<file path="src/rtl/ebpf_fetch_prefetcher_if.sv">
// Fetch-side bus bundle: CPU control/decode port plus the IM read handshake.
// The prefetcher drives IM requests and the FIFO head, so it takes the master view.
interface ebpf_fetch_prefetcher_if;
  logic        fetch_en;
  logic        redirect_valid;
  logic [63:0] redirect_addr;
  logic        instr_valid;
  logic [63:0] instr_data;
  logic [63:0] instr_pc;
  logic        instr_ready;
  logic        align_err;
  logic [63:0] IM_address;
  logic        IM_read_request;
  logic        IM_read_ready;
  logic [63:0] IM_instruction;

  modport master (
    input  fetch_en, redirect_valid, redirect_addr, instr_ready,
           IM_read_ready, IM_instruction,
    output instr_valid, instr_data, instr_pc, align_err,
           IM_address, IM_read_request
  );

  modport slave (
    output fetch_en, redirect_valid, redirect_addr, instr_ready,
           IM_read_ready, IM_instruction,
    input  instr_valid, instr_data, instr_pc, align_err,
           IM_address, IM_read_request
  );
endinterface

</file>
<file path="src/rtl/ebpf_fetch_prefetcher.sv">
// eBPF instruction prefetcher: one outstanding IM read at a time, results queued
// with their PCs in a small FIFO; a redirect flushes the queue and drops in-flight data.
//   state     | meaning
//   S_IDLE    | nothing outstanding, may issue
//   S_WAIT    | read outstanding, response will be queued
//   S_DISCARD | read outstanding, response will be dropped
module ebpf_fetch_prefetcher #(
  parameter int          DEPTH       = 4,
  parameter int          INSTR_BYTES = 8,
  parameter logic [63:0] START_ADDR  = 64'h0
) (
  input  logic                        aclk,
  input  logic                        areset,
  ebpf_fetch_prefetcher_if.master     bus
);
  localparam int PW = $clog2(DEPTH);
  localparam logic [PW:0] C_DEPTH = (PW+1)'(DEPTH);

  typedef enum logic [1:0] {S_IDLE, S_WAIT, S_DISCARD} state_t;

  state_t        r_state, w_state_nxt;
  logic [63:0]   r_fetch_pc, r_im_addr;
  logic          r_im_req, r_align_err;
  logic [63:0]   r_mem_data [DEPTH];
  logic [63:0]   r_mem_pc   [DEPTH];
  logic [PW-1:0] r_wr_ptr, r_rd_ptr;
  logic [PW-1:0] w_rd_nxt;
  logic [PW:0]   r_count;
  logic [63:0]   r_head_data, r_head_pc;
  logic          w_issue, w_push, w_pop, w_flush;

  assign w_flush  = bus.redirect_valid;
  assign w_pop    = bus.instr_ready && (r_count != '0);
  assign w_rd_nxt = r_rd_ptr + 1'b1;

  always_comb begin
    w_state_nxt = r_state;
    w_issue     = 1'b0;
    w_push      = 1'b0;
    case (r_state)
      S_IDLE: begin
        if (bus.fetch_en && !bus.redirect_valid && (r_count < C_DEPTH)) begin
          w_issue     = 1'b1;
          w_state_nxt = S_WAIT;
        end
      end
      S_WAIT: begin
        if (bus.IM_read_ready) begin
          w_push      = !bus.redirect_valid;
          w_state_nxt = S_IDLE;
        end else if (bus.redirect_valid) begin
          w_state_nxt = S_DISCARD;
        end
      end
      S_DISCARD: begin
        if (bus.IM_read_ready) w_state_nxt = S_IDLE;
      end
      default: w_state_nxt = S_IDLE;
    endcase
  end

  always_ff @(posedge aclk or posedge areset) begin
    if (areset) begin
      r_state     <= S_IDLE;
      r_fetch_pc  <= START_ADDR;
      r_im_addr   <= START_ADDR;
      r_im_req    <= 1'b0;
      r_align_err <= 1'b0;
    end else begin
      r_state     <= w_state_nxt;
      r_im_req    <= w_issue;
      r_align_err <= bus.redirect_valid && (bus.redirect_addr[2:0] != 3'b000);
      if (w_issue) r_im_addr <= r_fetch_pc;
      if (w_flush)     r_fetch_pc <= {bus.redirect_addr[63:3], 3'b000};
      else if (w_push) r_fetch_pc <= r_fetch_pc + 64'(INSTR_BYTES);
    end
  end

  always_ff @(posedge aclk) begin
    if (w_push) begin
      r_mem_data[r_wr_ptr] <= bus.IM_instruction;
      r_mem_pc[r_wr_ptr]   <= r_fetch_pc;
    end
  end

  // Head registers track the next visible entry so they hold their value once empty.
  always_ff @(posedge aclk or posedge areset) begin
    if (areset) begin
      r_wr_ptr    <= '0;
      r_rd_ptr    <= '0;
      r_count     <= '0;
      r_head_data <= 64'h0;
      r_head_pc   <= 64'h0;
    end else if (w_flush) begin
      r_wr_ptr <= '0;
      r_rd_ptr <= '0;
      r_count  <= '0;
    end else begin
      if (w_push) r_wr_ptr <= r_wr_ptr + 1'b1;
      if (w_pop)  r_rd_ptr <= w_rd_nxt;
      case ({w_push, w_pop})
        2'b10:   r_count <= r_count + 1'b1;
        2'b01:   r_count <= r_count - 1'b1;
        default: r_count <= r_count;
      endcase
      if (w_pop && (r_count > (PW+1)'(1))) begin
        r_head_data <= r_mem_data[w_rd_nxt];
        r_head_pc   <= r_mem_pc[w_rd_nxt];
      end else if (w_push && ((r_count == '0) || (w_pop && (r_count == (PW+1)'(1))))) begin
        r_head_data <= bus.IM_instruction;
        r_head_pc   <= r_fetch_pc;
      end
    end
  end

  assign bus.instr_valid     = (r_count != '0);
  assign bus.instr_data      = r_head_data;
  assign bus.instr_pc        = r_head_pc;
  assign bus.align_err       = r_align_err;
  assign bus.IM_address      = r_im_addr;
  assign bus.IM_read_request = r_im_req;
endmodule

</file>
<file path="src/flat_wrapper.sv">
// flat-port wrapper written by rule: the top's interface ports become plain ports
module ebpf_fetch_prefetcher_flat 
#(
  parameter int          DEPTH       = 4,
  parameter int          INSTR_BYTES = 8,
  parameter logic [63:0] START_ADDR  = 64'h0
)
  (aclk, areset, bus_fetch_en, bus_redirect_valid, bus_redirect_addr, bus_instr_ready, bus_IM_read_ready, bus_IM_instruction, bus_instr_valid, bus_instr_data, bus_instr_pc, bus_align_err, bus_IM_address, bus_IM_read_request);
  ebpf_fetch_prefetcher_if bus_i ();
  input  logic aclk;
  input  logic areset;
  input wire logic [$bits(bus_i.fetch_en)-1:0] bus_fetch_en;
  input wire logic [$bits(bus_i.redirect_valid)-1:0] bus_redirect_valid;
  input wire logic [$bits(bus_i.redirect_addr)-1:0] bus_redirect_addr;
  input wire logic [$bits(bus_i.instr_ready)-1:0] bus_instr_ready;
  input wire logic [$bits(bus_i.IM_read_ready)-1:0] bus_IM_read_ready;
  input wire logic [$bits(bus_i.IM_instruction)-1:0] bus_IM_instruction;
  output wire logic [$bits(bus_i.instr_valid)-1:0] bus_instr_valid;
  output wire logic [$bits(bus_i.instr_data)-1:0] bus_instr_data;
  output wire logic [$bits(bus_i.instr_pc)-1:0] bus_instr_pc;
  output wire logic [$bits(bus_i.align_err)-1:0] bus_align_err;
  output wire logic [$bits(bus_i.IM_address)-1:0] bus_IM_address;
  output wire logic [$bits(bus_i.IM_read_request)-1:0] bus_IM_read_request;
  assign bus_i.fetch_en = bus_fetch_en;
  assign bus_i.redirect_valid = bus_redirect_valid;
  assign bus_i.redirect_addr = bus_redirect_addr;
  assign bus_i.instr_ready = bus_instr_ready;
  assign bus_i.IM_read_ready = bus_IM_read_ready;
  assign bus_i.IM_instruction = bus_IM_instruction;
  assign bus_instr_valid = bus_i.instr_valid;
  assign bus_instr_data = bus_i.instr_data;
  assign bus_instr_pc = bus_i.instr_pc;
  assign bus_align_err = bus_i.align_err;
  assign bus_IM_address = bus_i.IM_address;
  assign bus_IM_read_request = bus_i.IM_read_request;
  ebpf_fetch_prefetcher #(.DEPTH(DEPTH), .INSTR_BYTES(INSTR_BYTES), .START_ADDR(START_ADDR)) u_core (.aclk(aclk), .areset(areset), .bus(bus_i));
endmodule
</file>
<file path="config.mk">
export PLATFORM = sky130hd
export DESIGN_NAME = ebpf_fetch_prefetcher_flat
export DESIGN_NICKNAME = d
export VERILOG_FILES = /design/src/rtl/ebpf_fetch_prefetcher_if.sv /design/src/rtl/ebpf_fetch_prefetcher.sv /design/src/flat_wrapper.sv
export SDC_FILE = /design/constraint.sdc
export NUM_CORES = 1
export LEC_CHECK = 0
export CAP_MARGIN = 10
export CORE_UTILIZATION = 37
export DETAILED_ROUTE_END_ITERATION = 16
export PLACE_DENSITY = 0.6
export SLEW_MARGIN = 20
export SYNTH_ARGS = -nofsm -noshare
export SYNTH_HDL_FRONTEND = slang
export SYNTH_SLANG_ARGS = --single-unit
</file>
<file path="constraint.sdc">
create_clock -name aclk -period 10.55 [get_ports aclk]
set_input_delay 1.055 -clock aclk [delete_from_list [all_inputs] [get_ports aclk]]
set_output_delay 1.055 -clock aclk [all_outputs]
set_load 0.01 [all_outputs]
</file>
==> summary.txt <==
status: completed
Reg2Reg Depth: 7
die width: 290 microns
H-tree lvl count: 3
Post-Route WL: 79,000 microns
Initial Utilization: 0.374
Worst Skew: 0.0322 ns
Overall Power: 0.00929 W
root buffer cell: clkbuf_16
share of cells above drive strength 1: 0.283
clk_lat worst skew: 0.65 ns
post-CTS setup buffer count: 0
Hold Crit Class: reg -> reg
CP Class: in -> reg
vias in the first global route: 17,700
Worst-path clk slew: 0.06 ns
CTS Buf Count: 83
DPL Wire Length: 50,700 microns
unrepaired setup endpoints after global routing: no
Setup violations, final: 0
Max Fclk: 0.242 GHz
# fillers: 6,940
Placer Congestion: 0.800
antenna-violating nets left: 0
Nets: 2,194
Reg2Reg Launch Point: u_core.r_count[0]
fraction of the yosys area taken by sequential cells: 0.699
post-cts sizing count: 0
fin. max-slew vios: 0
initial antenna violation count: 4
Synth cell types: 48
relative slew slack: 0.262
Worst R2R End: u_core.bus.instr_data[48]
Layout Utilization: 0.462
die area: 84,100 sq um
crit path cell chain: clkdlybuf4s50_1 -> o21a_4 -> o21a_4 -> buf_4 -> mux2_2
total track usage: 0.189
I/O pins: 329
Comb pwr share: 0.247
Worst setup EP type: register
Hold Crit Depth: 2
Avg Cell Area, Syn: 17.8 sq um
Clock Tree Buf Depth: 3
DRC viols: 0
CP arrival: 4.66 ns
Post-synth EDFFs: 500
Pre-antenna DRT Iters: 6
Power Internal: 0.00671 W
Final period util: 0.392
synthesized cell area: 30,700 sq um
IO buf count: 322
CP Launch Type: primary input
final worst path period need: 4.13 ns
hold buffers post-CTS: 0
final hold violations: 0
Worst Hold End: u_core.bus.IM_address[20]
Static Leak: 13.0 nW
Max rail drop VDD: 0.121 mV
hold path startpoint: u_core.bus.IM_address[20]
Post-Route Setup TNS: 0 ns
synth warn: 0
site row count: 105
first-pass GRT wire length: 119,000 microns
NetSw: 0.00258 W
critical path required time: 11.07 ns
vias per inst: 5.30
Main synth FF type: edfxtp_1
Clock power frac: 0.320
CTS tree: yes
sw frac: 0.277
Placed Instances: 3,035
most frequent CP cell: o21a_4
Yosys reg bits: 758
number of max-cap violations: 0
critical path peak fanout: 63
pwr/cell area: 245 nW/um^2
largest net degree at the start of global routing: 73
Initial DRC Count: 1,467
Synth Instances: 1,720
WL per Instance: 24.7 microns
worst slew pin tran: 1.11 ns
final std cells w/o fill: 3,193
Die H: 290 microns
Design Area, Final: 38,000 sq um
r2r setup slk: 6.45 ns
dpl cell area: 35,100 sq um
CTS Sinks: 758
sequential share of power: 0.432
Synth-to-Final Area Change: 23.7%
slowest library cell on the worst path: o21a_4
overflow left after global routing: 0
peak per-stage delay on the critical path: 0.95 ns
core footprint: 82,100 sq um
asr flop ratio synth: 0.340
via count: 16,900
==> power groups by stage <==
stage / combinational [W] / clock (W) / sequential [W]
after floorplan: 0.00107 / 0 / 0.00405
after global placement: 0.00232 / 0 / 0.00407
after detailed placement: 0.00234 / 0 / 0.00408
after CTS: 0.00235 / 0.00304 / 0.00403
after global routing: 0.00246 / 0.00316 / 0.00408
final: 0.00230 / 0.00298 / 0.00401
==> final cells by class <==
cell class | count | area [sq um] | share of cell area
well taps | 1070 | 1340 | 0.0353
multi-input cells | 848 | 8810 | 0.232
diodes | 1 | 2.50 | 0.0000659
repair buffers | 345 | 3410 | 0.0899
clock buffers | 117 | 2330 | 0.0613
flip-flops and latches | 758 | 21500 | 0.566
clock inverters | 39 | 529 | 0.0139
inverters | 15 | 63.8 | 0.00168
==> per-stage QoR <==
stage / hold WS (ns) / setup WS, ns
2_1_floorplan: 0.471 / 2.40
3_3_place_gp: 0.482 / 5.78
3_5_place_dp: 0.475 / 5.70
4_1_cts: 0.499 / 6.24
5_1_grt: 0.508 / 6.05
6_report: 0.496 / 6.42
==> registers in the layout, indices dropped and copies added, names as in the netlist, 2 cells and up <==
name                   count
u_core.r_mem_data        256
u_core.r_mem_pc          244
u_core.bus.instr_data     64
u_core.bus.IM_address     61
u_core.bus.instr_pc       61
u_core.r_fetch_pc         61
u_core.r_count             3
u_core.r_rd_ptr            2
u_core.r_state             2
u_core.r_wr_ptr            2
==> synthesized netlist by cell type (3+ instances only) <==
cell      count  area share
buf_4         6      0.0015
buf_1        11      0.0013
mux2_2      305        0.11
and4_1        8      0.0023
nand3_1      35      0.0057
mux2i_1       9      0.0029
and2_1        6      0.0012
o21ai_0      56      0.0091
a31oi_1      11      0.0022
or4_1         6      0.0015
o31a_1        3     0.00086
nor2_1       27      0.0033
ha_1          9      0.0037
o21a_1        6      0.0015
xnor2_1      20      0.0057
nor3_1       14      0.0023
a22oi_1       4     0.00098
dfrtp_1     258        0.21
edfxtp_1    500        0.49
nand4_1      28      0.0057
a211oi_1      3     0.00073
and3_1       10      0.0020
a21oi_1       5     0.00082
clkbuf_1     77      0.0094
inv_1        15      0.0018
nor2b_1       7      0.0014
nor4_1       19      0.0039
nand2b_1      6      0.0012
or3_1        12      0.0024
buf_2         9      0.0015
mux4_2      125       0.092
xor2_1       18      0.0051
nand2_1      72      0.0088
==> critical path: cells and delay by family <==
kind,cells,cell delay (ns)
muxes,1,0.42
buffers and inverters,2,1.52
AOI/OAI and AO/OA,2,1.57
==> cells by family after synthesis <==
logic type	synth area share
compound gates	0.0182
xor+xnor	0.0108
buf+inv	0.0159
mux	0.207
other cells	0.000122
fa+ha+maj	0.00367
simple gates	0.0453
flops	0.699
==> routing by layer <==
metal,vias up,share of wire,wire (microns),track usage
met4,4,0.016,1250,0.0445
met2,528,0.46,36500,0.289
li1,7393,-,-,-
met5,-,0.00018,14,0
met1,8903,0.46,36600,0.281
met3,109,0.058,4560,0.0347
==> worst max-delay path by stage <==
stage / start / to
floorplan: areset / u_core.bus.IM_address[10]
global placement: bus_instr_ready / u_core.bus.instr_data[46]
detailed placement: bus_instr_ready / u_core.bus.instr_data[52]
CTS: u_core.r_rd_ptr[1] / u_core.bus.instr_pc[42]
global route: u_core.r_rd_ptr[1] / u_core.bus.instr_pc[42]
finish: bus_instr_ready / u_core.bus.instr_data[48]
==> cell usage in the layout, fill, tap and decap left out, drive strengths merged, types with 7 or more instances in the layout <==
cell type      instances
clkbuf               117
or3                   12
clkdlybuf4s50        321
clkinv                28
dfrtp                258
nor2b                  7
edfxtp               500
bufinv                 8
and4                   8
nor4                  19
mux2i                  9
xnor2                 20
nand3                 35
nor3                  14
mux2                 305
mux4                 125
o21ai                 56
nand2                 72
and3                  10
or4                    7
xor2                  18
inv                   16
a31oi                 11
ha                     9
nor2                  27
buf                   24
nand4                 29
(Power assumes the default switching activity.)
